$ cat src/rtl/trojan_param_leak.sv
// ============================================================================
// Module   : trojan_param_leak
// Brief    : Trigger-and-leak benchmark block. It watches a data word for a
//            magic pattern, captures WORDS chunks from a selected lane, then
//            shifts them out on a leak port.
// Revision : 1.0 - initial release
// ============================================================================
`default_nettype none

module trojan_param_leak #(
    parameter int                DATA_W   = 64,
    parameter int                TRIG_W   = 48,
    parameter logic [TRIG_W-1:0] TRIG_VAL = 48'h00000044ab93,
    parameter int                BITLEAK  = 2,
    parameter int                SEL_W    = 5,
    parameter int                WORDS    = 4,
    parameter bit                REARM    = 1'b0
) (
    input  logic               clk,
    input  logic               rst_all,
    input  logic [DATA_W-1:0]  data,
    output logic [BITLEAK-1:0] out,
    output logic               leak_valid,
    output logic               busy
);

    localparam int LANES      = DATA_W / BITLEAK;
    localparam int LANE_IDX_W = (LANES > 1) ? $clog2(LANES) : 1;
    localparam int K_W        = WORDS * BITLEAK;
    localparam int CNT_W      = $clog2(WORDS) + 1;

    typedef enum logic [2:0] {
        IDLE    = 3'd0,
        CAPTURE = 3'd1,
        LEAK    = 3'd2,
        DONE    = 3'd3,
        LOCKED  = 3'd4
    } state_t;

    state_t                  state;
    logic [LANE_IDX_W-1:0]   sel;
    logic [CNT_W-1:0]        cnt;
    logic [K_W-1:0]          k;

    logic [BITLEAK-1:0]      lanes [LANES];
    logic [BITLEAK-1:0]      lane;
    logic [SEL_W-1:0]        sel_field;
    logic                    trig;
    logic                    last;
    logic [K_W-1:0]          k_cap;
    logic [K_W-1:0]          k_shift;

    generate
        for (genvar i = 0; i < LANES; i++) begin : g_lane
            assign lanes[i] = data[i*BITLEAK +: BITLEAK];
        end
    endgenerate

    assign lane      = lanes[sel];
    assign sel_field = data[TRIG_W +: SEL_W];
    assign trig      = (data[TRIG_W-1:0] == TRIG_VAL);
    assign last      = (cnt == CNT_W'(WORDS - 1));
    assign k_shift   = k >> BITLEAK;

    // Place the current lane chunk into slot cnt using constant slices only.
    always_comb begin
        k_cap = k;
        for (int w = 0; w < WORDS; w++) begin
            if (cnt == CNT_W'(w)) begin
                k_cap[w*BITLEAK +: BITLEAK] = lane;
            end
        end
    end

    always_ff @(posedge clk) begin
        if (rst_all) begin
            state      <= IDLE;
            sel        <= '0;
            cnt        <= '0;
            k          <= '0;
            out        <= '0;
            leak_valid <= 1'b0;
            busy       <= 1'b0;
        end else begin
            case (state)
                IDLE: begin
                    out        <= '0;
                    leak_valid <= 1'b0;
                    if (trig) begin
                        // Out-of-range lane requests fall back to lane 0.
                        sel   <= (32'(sel_field) >= LANES) ? '0 : LANE_IDX_W'(sel_field);
                        cnt   <= '0;
                        busy  <= 1'b1;
                        state <= CAPTURE;
                    end
                end
                CAPTURE: begin
                    k <= k_cap;
                    if (last) begin
                        cnt        <= '0;
                        out        <= k_cap[BITLEAK-1:0];
                        leak_valid <= 1'b1;
                        state      <= LEAK;
                    end else begin
                        cnt <= cnt + CNT_W'(1);
                    end
                end
                LEAK: begin
                    if (last) begin
                        cnt        <= '0;
                        k          <= '0;
                        out        <= '0;
                        leak_valid <= 1'b0;
                        state      <= DONE;
                    end else begin
                        k   <= k_shift;
                        cnt <= cnt + CNT_W'(1);
                        out <= k_shift[BITLEAK-1:0];
                    end
                end
                DONE: begin
                    k          <= '0;
                    out        <= '0;
                    leak_valid <= 1'b0;
                    busy       <= 1'b0;
                    state      <= REARM ? IDLE : LOCKED;
                end
                LOCKED: begin
                    out        <= '0;
                    leak_valid <= 1'b0;
                    busy       <= 1'b0;
                end
                default: begin
                    state <= IDLE;
                end
            endcase
        end
    end

endmodule

`default_nettype wire

$ cat config.mk
export PLATFORM = sky130hd
export DESIGN_NAME = trojan_param_leak
export DESIGN_NICKNAME = d
export VERILOG_FILES = /design/src/rtl/trojan_param_leak.sv
export SDC_FILE = /design/constraint.sdc
export NUM_CORES = 1
export LEC_CHECK = 0
export ABC_CLOCK_PERIOD_IN_PS = 2950
export CELL_PAD_IN_SITES_DETAIL_PLACEMENT = 1
export CELL_PAD_IN_SITES_GLOBAL_PLACEMENT = 2
export CORE_UTILIZATION = 24
export CTS_CLUSTER_DIAMETER = 100
export DETAILED_ROUTE_END_ITERATION = 10
export GPL_TIMING_DRIVEN = 1
export PLACE_DENSITY = 0.77
export RECOVER_POWER = 50
export SYNTH_ARGS = -nofsm -noshare
export SYNTH_HDL_FRONTEND = slang
export SYNTH_SLANG_ARGS = --single-unit
$ cat constraint.sdc
create_clock -name clk -period 2.95 [get_ports clk]
set_input_delay 0.59 -clock clk [delete_from_list [all_inputs] [get_ports clk]]
set_output_delay 0.59 -clock clk [all_outputs]
set_load 0.01 [all_outputs]
Word level (Yosys, flattened, before mapping)
Index checks and enable logic that the tools add are counted.

Add/sub/neg operators: 1. Magnitude comparators: 1. Eq/ne operators: 13. Mux-type cells: 24. Bitwise gates (word level): 2. Reduce and logical (&&, ||, !) cells: 18.

Operators by type and width (count): $eq 48x23->1 const B (1); $pmux 8 s3 (1); $mux 2 (8); $mux 3 (5); $pmux 3 s5 (1); $reduce_and 2->1 (7); $eq 3x2->1 const B (4); $bmux 2 s5 (1); $ne 2x2->1 const B (5); $eq 3x1->1 const B (2); $ge 6x6->1 const B (1); $logic_not 3->1 (2); $mux 6 (1); $not 5->6 (1); $pmux 2 s3 (1); $pmux 3 s2 (1); $reduce_bool 3->1 (2); $reduce_and 4->1 (1); $reduce_bool 2->1 (2); $reduce_or 2->1 (2); $add 3x1->3 const B (1); $eq 3x3->1 const B (1); $mux 1 (3); $pmux 1 s3 (1); 4 further kinds (4).

Register bits after elaboration: 23. Input port bits: 66. Output and inout bits: 4. Word-level logic and storage cells: 69.

Longest topological paths before layout
Gate-level depths: netlist of run 1.

Depth in word-level cells: 7. Depth in mapped cells: 9. Gate-level depth less buffers: 7.

Worst setup path after synthesis of run 1
No wires, ideal clock.

Path kind: reg2reg. Start: reg sel[2]. End: reg out[0]. Library setup time: 128 ps. Arrival time: 2038 ps. Data required time: 2822 ps. Slack: 785 ps. Cell stages (with the launch flop): 9. Buffers on the path: 2. Clock period less this slack: 2165 ps. Cells stage by stage: dfxtp_1 > buf_2 > clkbuf_1 > mux4_2 > mux4_2 > mux2i_4 > a21oi_1 > a221oi_2 > nor2_1.

Word-level cells in the longest chain between the ends: 7.

RTL lines: start: declaration (line 41) `logic [LANE_IDX_W-1:0] sel;`; start signal: assignment (line 91) `sel <= (32'(sel_field) >= LANES) ? '0 : LANE_IDX_W'(sel_field);`; $not 5->6 (implied by the code) (line 59) `assign lane = lanes[sel];`; $bmux 2 s5 (line 59); $mux 2 (implied by the code) (2 in series) (line 59); $mux 2 (line 69) `if (cnt == CNT_W'(w)) begin`; $mux 2 (line 99) `if (last) begin`; $pmux 2 s3 (line 85) `case (state)`; end signal: assignment (line 101) `out <= k_cap[BITLEAK-1:0];`; end signal: assignment (line 118) `out <= k_shift[BITLEAK-1:0];`; end: declaration (line 22) `output logic [BITLEAK-1:0] out,`.

Every way passes these cells. The select of a mux whose other input is x is not followed. A chain may end at the register's enable or synchronous reset.

Worst setup path after layout of run 1
Start: reg sel[1]. End: reg out[0].

Same word-level chain as after synthesis.

==> summary.md, run 1 <==
| Metric | Value |
|---|---|
| Status | completed |
| Final WL | 6.24 mm |
| Via density | 5.18 |
| Slew HR | 55.4% |
| Met2 GRT Util | 29.5% |
| PortBufs | 69 |
| Crit path max fanout | 10 |
| Worst hold slack | 0.501 ns |
| Async SR Flop Fraction | 0% |
| Commonest non-fill, non-tap cell in the layout | clkdlybuf4s50_1 |
| Core Util, Final | 37.4% |
| Die H | 87.5 um |
| Largest net degree at the start of global routing | 20 |
| Count of unique library cells instantiated by Yosys | 41 |
| # clock sinks | 23 |
| CP max stage cell | dfxtp_1 |
| Via count | 1891 |
| Register-to-Register Path Depth | 6 |
| Critical Path RT | 3.10 ns |
| Max Cap Violations | 0 |
| Worst hold path type | reg2reg |
| Worst setup SP type | flip-flop |
| Setup bufs post-CTS | 0 |
| CTS tree | built |
| Post-synthesis sequential area ratio | 26.2% |
| DRC viols | 0 |
| Reg2reg end | out[0] |
| Longest Clk Path Bufs | 2 |
| R2R setup slack | 0.37 ns |
| Full die area | 0.00766 mm^2 |
| Clk_skew | 0.00797 ns |
| Initial DRC Count | 54 |
| Top Usage Layer GRT | met2 |
| Post-synth top flop | dfxtp_1 |
| Post-CTS sizing | 0 |
| Setup violators final | 0 |
| Final Net Count | 340 |
| RSZ-0062 raised after global routing | no |
| Final hold viol count | 0 |
| CP dominant cell by count | mux4_2 |
| WP data arrival | 2.73 ns |
| CTS Hold Bufs | 0 |
| Die X | 87.5 um |
| First-pass GRT wire length | 10.2 mm |
| HPWL after DPL | 5.12 mm |
| TritonCTS buffer count | 3 |
| CP max stage delay | 0.69 ns |
| Hold Path End | k[6] |
| Min-delay src | k[6] |
| Fmax achieved | 388 MHz |
| Cell area power density | 250 mW/mm^2 |
| GPL Wtd Cong | 0.767 |
| Layout Cells excl Fill | 365 |
| EDFF count, synth | 0 |
| LEAKAGE | 0.815 nW |
| Vias in the first global route | 1931 |
| Clk Latency, worst-skew pair | 0.27 ns |
| Syn_nets | 270 |
| Row cnt | 30 |
| Mapped Area | 0.00176 mm^2 |
| Cell Count Post-Placement | 361 |
| CTS Root Cell | clkbuf_8 |
| Met1 Use GR | 23.0% |
| Worst flop-to-flop path startpoint | sel[1] |
| Synth area leader | dfxtp_1 |
| I/O pin count | 70 |
| Yosys top cell area share | 26.2% |
| Fin Setup TNS | 0 ns |
| Crit Path Class | reg2reg |
| Initial core utilization | 25.3% |
| Peak supply drop | 0.000183 V |
| Final min period | 2.58 ns |
| Most frequent cells in the layout | clkdlybuf4s50_1 (64), dfxtp_1 (23), a21oi_1 (17) |
| Clk slew on worst S/H paths | 0.09 ns |
| Fraction of layout cells with a size suffix above 1 | 8.18% |
| Slew Viols, Final | 0 |
| Fin crit share | 87.4% |
| Slew of the pin with the lowest slew margin | 0.667 ns |
| Most area-consuming cells after synthesis | dfxtp_1 (26%), mux4_2 (13%), mux2i_1 (8.6%) |
| Worst Setup End Kind | flip-flop |
| Total iterations of the first detailed-routing run | 4 |
| Grt total ovfl | 0 |
| Area Overhead vs Synth | 47.8% |
| Hold path depth | 2 |
| Htree depth | 1 |
| Gr usage total | 17.2% |
| N_diodes | 0 |
| Gate Count Post-Synth | 200 |
| Syn Area/Cell | 8.78 um^2 |
| Initial antenna violation count | 0 |
| Synth Register Bits | 23 |
| Drt wl/cell | 17.1 um |
| Antenna violation net count after detailed routing | 0 |
| Critical Path, Cell by Cell | mux4_2 -> mux4_2 -> mux2i_1 -> a21oi_1 -> a221oi_2 -> nor2_1 |
| Core area | 0.00694 mm^2 |
| Global-route met3 utilization | 2.65% |
| Warning count from the yosys run | 0 |
worst max path at each step:
| stage | from | endpoint | slack (ns) | depth (start not counted) |
|---|---|---|---|---|
| 2_1_floorplan | sel[2] | out[0] | 0.78 | 8 |
| 3_3_place_gp | data[28] | out[0] | 0.26 | 7 |
| 3_5_place_dp | data[28] | out[0] | 0.25 | 7 |
| 4_1_cts | sel[1] | out[0] | 0.46 | 6 |
| 5_1_grt | sel[1] | out[0] | 0.17 | 6 |
| 6_report | sel[1] | out[0] | 0.37 | 6 |
per-layer routing:
layer | share of wire [%] | vias up
li1 | - | 920
met1 | 47 | 932
met2 | 50 | 33
met3 | 2.5 | 6
met4 | 1.2 | 0
met5 | 0 | -
where the power goes:
part / switching, mW / internal (mW) / total, mW
Clock: 0.102 / 0.0965 / 0.199
Combinational: 0.0425 / 0.0965 / 0.139
Sequential: 0.0000000000000344 / 0.310 / 0.310
Total: 0.145 / 0.503 / 0.648
worst max-delay path: cells and delay by family, from the launching register on:
kind	cells	cell delay (ns)
compound gates	2	0.32
flops	1	0.69
mux	3	1.40
simple gates	1	0.06
area by class of cell:
type / instances / area (um^2)
tap: 96 / 120
fill: 826 / 4350
inverter: 5 / 18.8
timing repair buffer: 77 / 747
clock buffer: 4 / 45.0
multi-input combinational: 160 / 1200
sequential: 23 / 460
through the flow:
| stage | instance area, um^2 | setup WS (ns) | total power [mW] |
|---|---|---|---|
| 3_5_place_dp | 2570 | 0.246 | 0.459 |
| 5_1_grt | 2590 | 0.171 | 0.679 |
| 6_report | 2590 | 0.372 | 0.648 |
| 4_1_cts | 2620 | 0.457 | 0.660 |
| 3_3_place_gp | 2570 | 0.256 | 0.457 |
| 2_1_floorplan | 1760 | 0.785 | 0.351 |
registers in the layout (all words and copies together), names as in the netlist:
signal and flops:
k 8, state 3, out 2, cnt 3, sel 5, leak_valid 1
busy 1
Yosys cell counts (all sizes together) (5+ instances only):
| cell type | instances |
|---|---|
| nand3 | 12 |
| dfxtp | 23 |
| nor2 | 13 |
| mux4 | 10 |
| a21oi | 17 |
| o21ai | 7 |
| nor3 | 5 |
| nor4 | 9 |
| nor2b | 9 |
| inv | 5 |
| a22oi | 9 |
| nand2 | 11 |
| mux2i | 16 |
| clkbuf | 8 |
| nand4 | 6 |
cell families after synthesis:
| group | after synthesis | synth area share [%] |
|---|---|---|
| compound gates | 52 | 19.6 |
| fa+ha+maj | 4 | 2.85 |
| buf+inv | 17 | 4.20 |
| simple gates | 78 | 24.4 |
| mux | 26 | 22.7 |
| flops | 23 | 26.2 |
Note: power is estimated with default switching activity, not from simulation.
==> run 2, diff against run 1 <==
--- a/config.mk
+++ b/config.mk
@@ -8,11 +8,12 @@
 export ABC_CLOCK_PERIOD_IN_PS = 2950
 export CELL_PAD_IN_SITES_DETAIL_PLACEMENT = 1
 export CELL_PAD_IN_SITES_GLOBAL_PLACEMENT = 2
-export CORE_UTILIZATION = 24
+export CORE_UTILIZATION = 35
 export CTS_CLUSTER_DIAMETER = 100
 export DETAILED_ROUTE_END_ITERATION = 10
+export DONT_BUFFER_PORTS = 1
 export GPL_TIMING_DRIVEN = 1
-export PLACE_DENSITY = 0.77
+export PLACE_DENSITY = 0.76
 export RECOVER_POWER = 50
 export SYNTH_ARGS = -nofsm -noshare
 export SYNTH_HDL_FRONTEND = slang
==> run 2 against run 1 <==
Net effect:
- sequential share of layout area is 6.7 points higher
- utilization increased by 1.9 points
- sequential power is essentially flat
- clock power is 3% higher
- via count fell by 14%
- worst setup slack improved by 0.061 ns
- worst hold slack got worse by 0.13 ns
- clock-buffer cell count down 1
- routed wire length decreased by 17%
- register-to-register slack improved by 0.06 ns
- non-clock buffer count fell by 70
==> summary.md, run 2 (synthesis gave the netlist of run 1 again) <==
| Metric | Value |
|---|---|
| Initial antenna violation count | 0 |
| Final WL | 5.16 mm |
| DRC viols | 0 |
| Die H | 72.8 um |
| Slew Viols, Final | 0 |
| CP dominant cell by count | mux4_2 |
| CP max stage delay | 0.63 ns |
| TritonCTS buffer count | 3 |
| Max Cap Violations | 0 |
| Top Layer Used | met4 |
| Cell area power density | 293 mW/mm^2 |
| CTS Root Cell | clkbuf_8 |
| Setup bufs post-CTS | 0 |
| Reg2reg end | out[0] |
| Crit Path Class | reg2reg |
| Min-delay src | rst_all |
| PortBufs | 0 |
| Status | completed |
| Gr usage total | 20.8% |
| Core Util, Final | 39.3% |
| RSZ-0062 raised after global routing | no |
| Slew of the pin with the lowest slew margin | 0.664 ns |
| Fin Setup TNS | 0 ns |
| LEAKAGE | 0.534 nW |
| Setup violators final | 0 |
| R2R setup slack | 0.43 ns |
| Fin crit share | 85.3% |
| Crit path max fanout | 19 |
| Final min period | 2.52 ns |
| Vias in the first global route | 1748 |
| Met2 wire length | 2.72 mm |
| WL met3 | 272 um |
| Max FFs per register | 8 |
| Biggest register | k |
| Longest Clk Path Bufs | 2 |
| Filler Cells Inserted | 569 |
| Initial DRC Count | 99 |
| Fraction of layout cells with a size suffix above 1 | 12.1% |
| Hold Path End | sel[4] |
| Register-to-Register Path Depth | 7 |
| Critical Path, Cell by Cell | buf_4 -> mux4_2 -> mux4_2 -> mux2i_4 -> a21oi_1 -> a221oi_2 -> nor2_1 |
| Fmax achieved | 397 MHz |
| First-pass GRT wire length | 8.37 mm |
| Largest regs | k (8), sel (5) |
| Clk Latency, worst-skew pair | 0.28 ns |
| # clock sinks | 23 |
| Htree depth | 1 |
| Worst hold path type | in2reg |
| Grt total ovfl | 0 |
| Hold path depth | 1 |
| Slew HR | 55.6% |
| Worst setup SP type | flip-flop |
| Post-CTS sizing | 0 |
| Clk slew on worst S/H paths | 0.09 ns |
| Final Net Count | 270 |
| Critical Path RT | 3.13 ns |
| Pwr Total | 551 uW |
| CP max stage cell | dfxtp_1 |
| M1 WL | 2.11 mm |
| N_diodes | 0 |
| Worst flop-to-flop path startpoint | sel[1] |
| Full die area | 0.00530 mm^2 |
| CTS tree | built |
| I/O pin count | 70 |
| Area Overhead vs Synth | 7.06% |
| Clk_skew | 0.00471 ns |
| Most frequent cells in the layout | dfxtp_1 (23), a21oi_1 (17), mux2i_1 (15) |
| Drt wl/cell | 19.4 um |
| Die X | 72.8 um |
| GPL Wtd Cong | 0.814 |
| WP data arrival | 2.69 ns |
| Largest net degree at the start of global routing | 21 |
| CTS Hold Bufs | 0 |
| Total iterations of the first detailed-routing run | 4 |
| Row cnt | 25 |
| Final hold viol count | 0 |
| Worst Setup End Kind | flip-flop |
| Via count | 1630 |
| HPWL after DPL | 4.16 mm |
| Commonest non-fill, non-tap cell in the layout | dfxtp_1 |
| Via density | 6.13 |
| Initial core utilization | 36.7% |
| Core area | 0.00479 mm^2 |
| Peak supply drop | 0.000130 V |
| Antenna violation net count after detailed routing | 0 |
-- run 2: worst max-delay path by stage --
stage,start,end,slack [ns],cells past startpoint
5_1_grt,sel[1],out[1],0.20,7
6_report,sel[1],out[0],0.43,7
2_1_floorplan,sel[2],out[0],0.78,8
4_1_cts,sel[1],out[0],0.43,7
3_3_place_gp,sel[1],out[0],0.54,7
3_5_place_dp,sel[1],out[0],0.46,7
-- run 2: cell type report --
| cell class | instances | area (um^2) | area share, % |
|---|---|---|---|
| flip-flops and latches | 23 | 460 | 24.5 |
| inverters | 5 | 18.8 | 0.999 |
| well taps | 67 | 83.8 | 4.46 |
| clock inverters | 1 | 5.00 | 0.266 |
| repair buffers | 7 | 48.8 | 2.60 |
| multi-input cells | 160 | 1220 | 65.0 |
| clock buffers | 3 | 41.3 | 2.20 |
-- run 2: where the power goes --
group	total (mW)	internal (mW)	switching [mW]
Sequential	0.310	0.310	0.0000000000000342
Combinational	0.0361	0.0219	0.0143
Clock	0.205	0.0948	0.110
-- run 2: critical path, delay by kind of cell, from the launching register on --
| kind | cells | cell delay [ns] |
|---|---|---|
| AO/OA/AOI/OAI | 2 | 0.29 |
| flip-flops | 1 | 0.63 |
| buffers and inverters | 1 | 0.39 |
| AND/OR/NAND/NOR | 1 | 0.06 |
| multiplexers | 3 | 1.04 |
-- run 2: metal layers --
metal	track usage [%]	vias up
li1	-	779
met1	25.0	779
met2	38.7	67
met3	2.49	5
met4	5.88	0
met5	0	-
-- run 2: through the flow --
| stage | cell area (um^2) | setup WS (ns) | std cells | hold slack, ns |
|---|---|---|---|---|
| after floorplan | 1760 | 0.785 | 200 | 0.463 |
| after global placement | 1840 | 0.537 | 262 | 0.480 |
| after detailed placement | 1840 | 0.465 | 262 | 0.491 |
| after CTS | 1880 | 0.432 | 266 | 0.368 |
| after global routing | 1880 | 0.197 | 266 | 0.358 |
| final | 1880 | 0.433 | 266 | 0.374 |
